## src/rtl/uart_rx_defs.sv

```systemverilog
// Shared definitions for the UART receive path: FSM state encodings,
// legal oversampling ratios and parity-type codes.
package uart_rx_defs;

  localparam int DATA_W_DEF  = 8;
  localparam int PRESC_W_DEF = 6;

  // Legal clk-cycles-per-bit values
  localparam int PRESC_8  = 8;
  localparam int PRESC_16 = 16;
  localparam int PRESC_32 = 32;

  localparam logic PAR_EVEN = 1'b0;
  localparam logic PAR_ODD  = 1'b1;

  typedef enum logic [2:0] {
    ST_IDLE   = 3'd0,
    ST_START  = 3'd1,
    ST_DATA   = 3'd2,
    ST_PARITY = 3'd3,
    ST_STOP   = 3'd4,
    ST_OUTPUT = 3'd5
  } rx_state_t;

endpackage

```

## src/rtl/uart_rx_edge_bit_counter.sv

```systemverilog
// Oversampling position tracker: edge_cnt walks 0..prescale-1 inside a bit,
// bit_cnt counts frame bit positions (start bit = 0). Both held at zero while
// disabled so a newly started frame always begins at edge 0 / bit 0.
module uart_rx_edge_bit_counter
  import uart_rx_defs::*;
#(
  parameter int PRESC_W = PRESC_W_DEF,
  parameter int BIT_W   = 4
) (
  input  logic               clk,
  input  logic               rst,
  input  logic               en,
  input  logic [PRESC_W-1:0] prescale,
  output logic [PRESC_W-1:0] edge_cnt,
  output logic [BIT_W-1:0]   bit_cnt,
  output logic               end_of_bit
);

  assign end_of_bit = en && (edge_cnt == (prescale - PRESC_W'(1)));

  // Advance the edge counter, wrapping into the next bit at prescale-1
  always_ff @(posedge clk or negedge rst) begin
    if (!rst) begin
      edge_cnt <= '0;
      bit_cnt  <= '0;
    end else if (!en) begin
      edge_cnt <= '0;
      bit_cnt  <= '0;
    end else if (end_of_bit) begin
      edge_cnt <= '0;
      bit_cnt  <= bit_cnt + BIT_W'(1);
    end else begin
      edge_cnt <= edge_cnt + PRESC_W'(1);
    end
  end

endmodule

```

## src/rtl/uart_rx_fsm_core.sv

```systemverilog
// UART receiver core: start-bit qualification, 3-sample majority vote per bit,
// LSB-first deserialisation, optional parity check and stop-bit check.
//
// state  | meaning
// IDLE   | line idle, waiting for a falling edge on rx_in
// START  | timing the start bit; a high vote means a glitch, back to IDLE
// DATA   | shifting in DATA_W bits LSB first
// PARITY | checking the parity bit against the received data
// STOP   | checking the stop bit; results registered at end of bit
// OUTPUT | one-cycle result slot; re-arms straight into START if line is low
module uart_rx_fsm_core
  import uart_rx_defs::*;
#(
  parameter int DATA_W  = DATA_W_DEF,
  parameter int PRESC_W = PRESC_W_DEF
) (
  input  logic               clk,
  input  logic               rst,
  input  logic               rx_in,
  input  logic               par_en,
  input  logic               par_typ,
  input  logic [PRESC_W-1:0] prescale,
  output logic [DATA_W-1:0]  p_data,
  output logic               data_valid,
  output logic               par_err,
  output logic               stp_err,
  output logic               busy
);

  // Frame is at most start + data + parity + stop bits
  localparam int BIT_W = $clog2(DATA_W + 4);
  localparam logic [BIT_W-1:0] LAST_DATA = BIT_W'(DATA_W);

  rx_state_t          state;
  logic [PRESC_W-1:0] presc_q;
  logic [PRESC_W-1:0] presc_sel;
  logic [PRESC_W-1:0] half;
  logic               par_en_q;
  logic               par_typ_q;
  logic               par_flag;
  logic [DATA_W-1:0]  shift_reg;
  logic [2:0]         samp;
  logic               bit_sample;
  logic [PRESC_W-1:0] edge_cnt;
  logic [BIT_W-1:0]   bit_cnt;
  logic               end_of_bit;
  logic               cnt_en;

  // An unsupported ratio falls back to 16 rather than producing a degenerate bit time
  assign presc_sel = ((prescale == PRESC_W'(PRESC_8))  ||
                      (prescale == PRESC_W'(PRESC_16)) ||
                      (prescale == PRESC_W'(PRESC_32))) ? prescale : PRESC_W'(PRESC_16);

  assign half   = presc_q >> 1;
  assign cnt_en = (state == ST_START) || (state == ST_DATA) ||
                  (state == ST_PARITY) || (state == ST_STOP);
  assign busy   = (state != ST_IDLE);

  uart_rx_edge_bit_counter #(
    .PRESC_W (PRESC_W),
    .BIT_W   (BIT_W)
  ) u_cnt (
    .clk        (clk),
    .rst        (rst),
    .en         (cnt_en),
    .prescale   (presc_q),
    .edge_cnt   (edge_cnt),
    .bit_cnt    (bit_cnt),
    .end_of_bit (end_of_bit)
  );

  // Take three samples around mid-bit and register their majority two edges later
  always_ff @(posedge clk or negedge rst) begin
    if (!rst) begin
      samp       <= '0;
      bit_sample <= 1'b0;
    end else if (cnt_en) begin
      if (edge_cnt == (half - PRESC_W'(1))) samp[0] <= rx_in;
      if (edge_cnt == half)                 samp[1] <= rx_in;
      if (edge_cnt == (half + PRESC_W'(1))) samp[2] <= rx_in;
      if (edge_cnt == (half + PRESC_W'(2)))
        bit_sample <= (samp[0] & samp[1]) | (samp[0] & samp[2]) | (samp[1] & samp[2]);
    end
  end

  // Frame sequencing plus registered result pulses; config is frozen on entry to START
  always_ff @(posedge clk or negedge rst) begin
    if (!rst) begin
      state      <= ST_IDLE;
      presc_q    <= PRESC_W'(PRESC_8);
      par_en_q   <= 1'b0;
      par_typ_q  <= PAR_EVEN;
      par_flag   <= 1'b0;
      shift_reg  <= '0;
      p_data     <= '0;
      data_valid <= 1'b0;
      par_err    <= 1'b0;
      stp_err    <= 1'b0;
    end else begin
      data_valid <= 1'b0;
      par_err    <= 1'b0;
      stp_err    <= 1'b0;
      case (state)
        ST_IDLE: begin
          if (!rx_in) begin
            state     <= ST_START;
            presc_q   <= presc_sel;
            par_en_q  <= par_en;
            par_typ_q <= par_typ;
            par_flag  <= 1'b0;
          end
        end
        ST_START: begin
          if (end_of_bit) state <= bit_sample ? ST_IDLE : ST_DATA;
        end
        ST_DATA: begin
          if (end_of_bit) begin
            shift_reg <= {bit_sample, shift_reg[DATA_W-1:1]};
            if (bit_cnt == LAST_DATA) state <= par_en_q ? ST_PARITY : ST_STOP;
          end
        end
        ST_PARITY: begin
          if (end_of_bit) begin
            if (bit_sample != ((^shift_reg) ^ (par_typ_q == PAR_ODD))) begin
              par_err  <= 1'b1;
              par_flag <= 1'b1;
            end
            state <= ST_STOP;
          end
        end
        ST_STOP: begin
          if (end_of_bit) begin
            if (!bit_sample) begin
              stp_err <= 1'b1;
            end else if (!par_flag) begin
              p_data     <= shift_reg;
              data_valid <= 1'b1;
            end
            state <= ST_OUTPUT;
          end
        end
        ST_OUTPUT: begin
          if (!rx_in) begin
            state     <= ST_START;
            presc_q   <= presc_sel;
            par_en_q  <= par_en;
            par_typ_q <= par_typ;
            par_flag  <= 1'b0;
          end else begin
            state <= ST_IDLE;
          end
        end
        default: state <= ST_IDLE;
      endcase
    end
  end

endmodule

```

## config.mk

```make
export PLATFORM = sky130hd
export DESIGN_NAME = uart_rx_fsm_core
export DESIGN_NICKNAME = d
export VERILOG_FILES = /design/src/rtl/uart_rx_defs.sv /design/src/rtl/uart_rx_edge_bit_counter.sv /design/src/rtl/uart_rx_fsm_core.sv
export SDC_FILE = /design/constraint.sdc
export NUM_CORES = 1
export LEC_CHECK = 0
export ABC_AREA = 1
export ABC_CLOCK_PERIOD_IN_PS = 2250
export CAP_MARGIN = 40
export CORE_UTILIZATION = 58
export CTS_CLUSTER_SIZE = 12
export DETAILED_ROUTE_END_ITERATION = 10
export PLACE_DENSITY = 0.88
export SLEW_MARGIN = 10
export SYNTH_ARGS = -nofsm -noshare
export SYNTH_HDL_FRONTEND = slang
export SYNTH_SLANG_ARGS = --single-unit
```

## constraint.sdc

```tcl
create_clock -name clk -period 2.25 [get_ports clk]
set_input_delay 0.45 -clock clk [delete_from_list [all_inputs] [get_ports clk]]
set_output_delay 0.45 -clock clk [all_outputs]
set_load 0.005 [all_outputs]
```

==> summary.txt <==
Clocking
  – # Post-CTS Setup Buffers: 0
  – H-tree levels: 2
  – Resized cells post-CTS: 0
  – Num Clock Sinks: 45
  – # hold bufs at CTS: 0
  – Total CTS buffers: 5
  – CTS tree: yes
  – Clk Latency, worst-skew pair: between 0.3 and 0.4 ns
  – CTS clk-pin slew, worst paths: ~0.090 ns
  – Root buffer cell: clkbuf_8
  – Clock Path Buffers: 2

Worst hold path
  – Hold WC Path Type: in2async

Final layout
  – Util after Layout: 68.2%
  – Post-Layout Inst Area: around 0.0032 sq mm
  – Fin cells: 475
  – Register Area: between 0.001 and 0.0015 sq mm
  – Area of the multi-input gates: roughly 0.0015 sq mm
  – Fillers: between 400 and 500
  – Share of cells above drive strength 1: 9.80%
  – # nets final: between 400 and 500
  – Area Overhead vs Synth: 13.1%
  – ANT cells: 0

Logic synthesis
  – Synth cell types: 36
  – Syn Inst Count: 380
  – #FFs+latches synth: 45
  – Synth Warn #: 0
  – Post-synthesis cell area: 0.00285 sq mm
  – Sequential-to-total area share from yosys stat: around 40%
  – Mapped Avg Cell Area: approximately 7.5 sq um
  – Synthesized Nets: around 400

Place
  – GPL Wtd Cong: ~0.97
  – DPL Wire Length: 4.84 mm
  – Placed Instances: ~470
  – Count of input and output buffers: 22
  – Pre-CTS setup slack: between 0.15 and 0.2 ns
  – Placement Cell Area: roughly 0.0031 sq mm

Setup path
  – Worst Path Class, Setup: reg2reg
  – Startpoint types: register
  – Worst endpoint data arrival time: ~2.3 ns
  – Crit Reg-Reg Endpoint: state[1]
  – Reg2reg start: presc_q[3]
  – Req. time, crit path: ~2.5 ns
  – Reg2Reg Depth: 12
  – R2r setup slk: approximately 0.17 ns
  – Worst Setup End Kind: register
  – Crit-path max FO: 14

Power and ir drop
  – Power per Cell Area: 435 mW/mm^2
  – Clk pwr share: a little under two fifths
  – Sequential power share: between 50 and 60%
  – Leakage: between 1.5 and 2 nW
  – VDD IR-drop max: roughly 0.27 mV
  – Logic pwr share: approximately 4.0%
  – Psw: between 300 and 400 uW
  – Design Power: ~1.4 mW
  – Sw Ratio: about 24%
  – Cell Int Power: roughly 1.1 mW

STA
  – Slew HR: a little under two thirds
  – Worst-margin pin slew: 0.542 ns
  – Hold WS: around 0.11 ns
  – Hold Vio Cnt, Final: 0
  – Worst setup margin: 0.168 ns
  – Max Slew Vio Count: 0
  – Fin crit share: 92.5%
  – Unrepaired setup endpoints after global routing: no
  – Clock Skew: roughly 0.008 ns
  – Setup-failing EPs final: 0
  – Setup TNS: 0 ns
  – Fin crit period: around 2.1 ns
  – Peak Freq: 480 MHz

Floorplan
  – Standard-cell rows: 25
  – Core area: 0.00472 sq mm
  – Die Wd: 72.1 um
  – I/O pins: 23
  – Die H: just over 70 um
  – Initial Util: 60.3%
  – Die area: around 0.0052 sq mm

Route
  – Antenna-violating nets left: 0
  – Drc violations: 1
  – Initial DRC count: between 150 and 200
  – Vias after detailed routing: between 2,000 and 3,000
  – WL/cell: roughly 13 um
  – Routed wire length: 6.35 mm
  – DRT Pass-1 Iters: 8
  – Vias per inst: approximately 5.3

Run
  – # Max-Cap Violations: 0

GRT
  – Vias in the first global route: between 2,000 and 2,500
  – Initial antenna violation count: 0
  – All-Layer GR Usage: between 20% and 30%
  – Largest net degree at the start of global routing: 25
  – GRT overflow: 0
  – First-pass GRT wire length: between 10 and 15 mm

Status
  – Outcome: complete, but fails checks
  – Failing checks: DRC
placed cells by master (no fill, tap or decap), drive strengths merged:
cell and n:
ha 10, inv 44, o21ai 20, o31ai 1
clkdlybuf4s50 21, dfstp 1, dfrtp 44, clkinv 2
o21a 1, a21oi 5, buf 5, o311ai 1
clkbuf 5, nor3 4, clkinvlp 1, o22ai 1
nor3b 1, xnor2 10, o211ai 1, nor2 37
xor2 11, nand4 13, nand2 139, nand3 28
nand3b 1, or2 1
power by group through the flow:
stage | Sequential [mW] | Combinational (mW) | Clock, mW
CTS | 0.818 | 0.0573 | 0.532
global placement | 0.834 | 0.0550 | 0
floorplan | 0.830 | 0.0173 | 0
global route | 0.819 | 0.0642 | 0.573
detailed placement | 0.834 | 0.0570 | 0
finish | 0.818 | 0.0560 | 0.526
synthesized netlist by cell type:
library cell  count  share of area [%]
o311ai_0          1               0.31
dfstp_2           1               0.92
nor2_2            3               0.66
o211ai_1          1               0.26
inv_2             3               0.40
buf_8             1               0.53
clkinv_1          1               0.13
o31ai_1           1               0.26
xor2_1           11                3.4
nor3b_1           1               0.26
nand4_2           1               0.44
nor3_1            4               0.70
or2_2             1               0.22
o21ai_1           2               0.35
nand3_1          27                4.7
nand2_2           9                2.0
nand2_1         128                 17
nand4_1          12                2.6
buf_2             3               0.53
nor2_1           31                4.1
nor2_8            1               0.70
buf_12            1               0.70
o22ai_1           1               0.22
xnor2_1          10                3.1
nand3b_1          1               0.26
nand3_2           1               0.35
dfrtp_1          44                 39
inv_1            40                5.3
ha_1             10                4.4
o21ai_2           3               0.92
o21a_1            1               0.26
nand2_4           2               0.79
buf_6             1               0.40
nor2_4            2               0.79
o21ai_0          15                2.6
a21oi_1           5               0.88
worst max-delay path by stage:
stage / slack, ns / end / from / cells after the start
global route: 0.05 / state[1] / presc_q[3] / 12
detailed placement: 0.20 / state[1] / presc_q[3] / 12
global placement: 0.25 / state[0] / presc_q[3] / 12
finish: 0.17 / state[1] / presc_q[3] / 12
floorplan: 0.44 / state[0] / presc_q[3] / 13
CTS: 0.18 / state[1] / presc_q[3] / 12
routing by layer:
layer	vias up	track usage [%]	routed length, um
met4	0	9.80	128
met1	1155	37.0	2930
met5	-	0	0
met2	84	41.8	2870
met3	14	4.58	409
li1	1254	-	-
critical path: stages, from the launching register on:
cell     delay [ns]
dfstp_2        0.63
inv_2          0.09
ha_1           0.23
nand2_1        0.12
nand2_1        0.09
inv_1          0.09
nor2_1         0.07
nor2_4         0.15
nand2_4        0.12
nand2_4        0.16
nand2_1        0.10
nand2_1        0.08
nand2_1        0.05
kinds of logic (layout without fill, tap and decap cells):
kind of cell	count (synthesis)	after routing	synth area share, %
simple gates	224	224	35.5
buf+inv	50	78	7.95
flops	45	45	39.6
compound gates	30	30	6.11
xor+xnor	21	21	6.46
fa+ha+maj	10	10	4.39
layout make-up:
class	instances	share of cell area, %
clock buffers	5	2.14
multi-input cells	285	46.4
clock inverters	3	0.777
repair buffers	26	8.00
inverters	44	5.13
flip-flops and latches	45	35.0
well taps	67	2.60
Note: power is estimated with default switching activity, not from simulation.
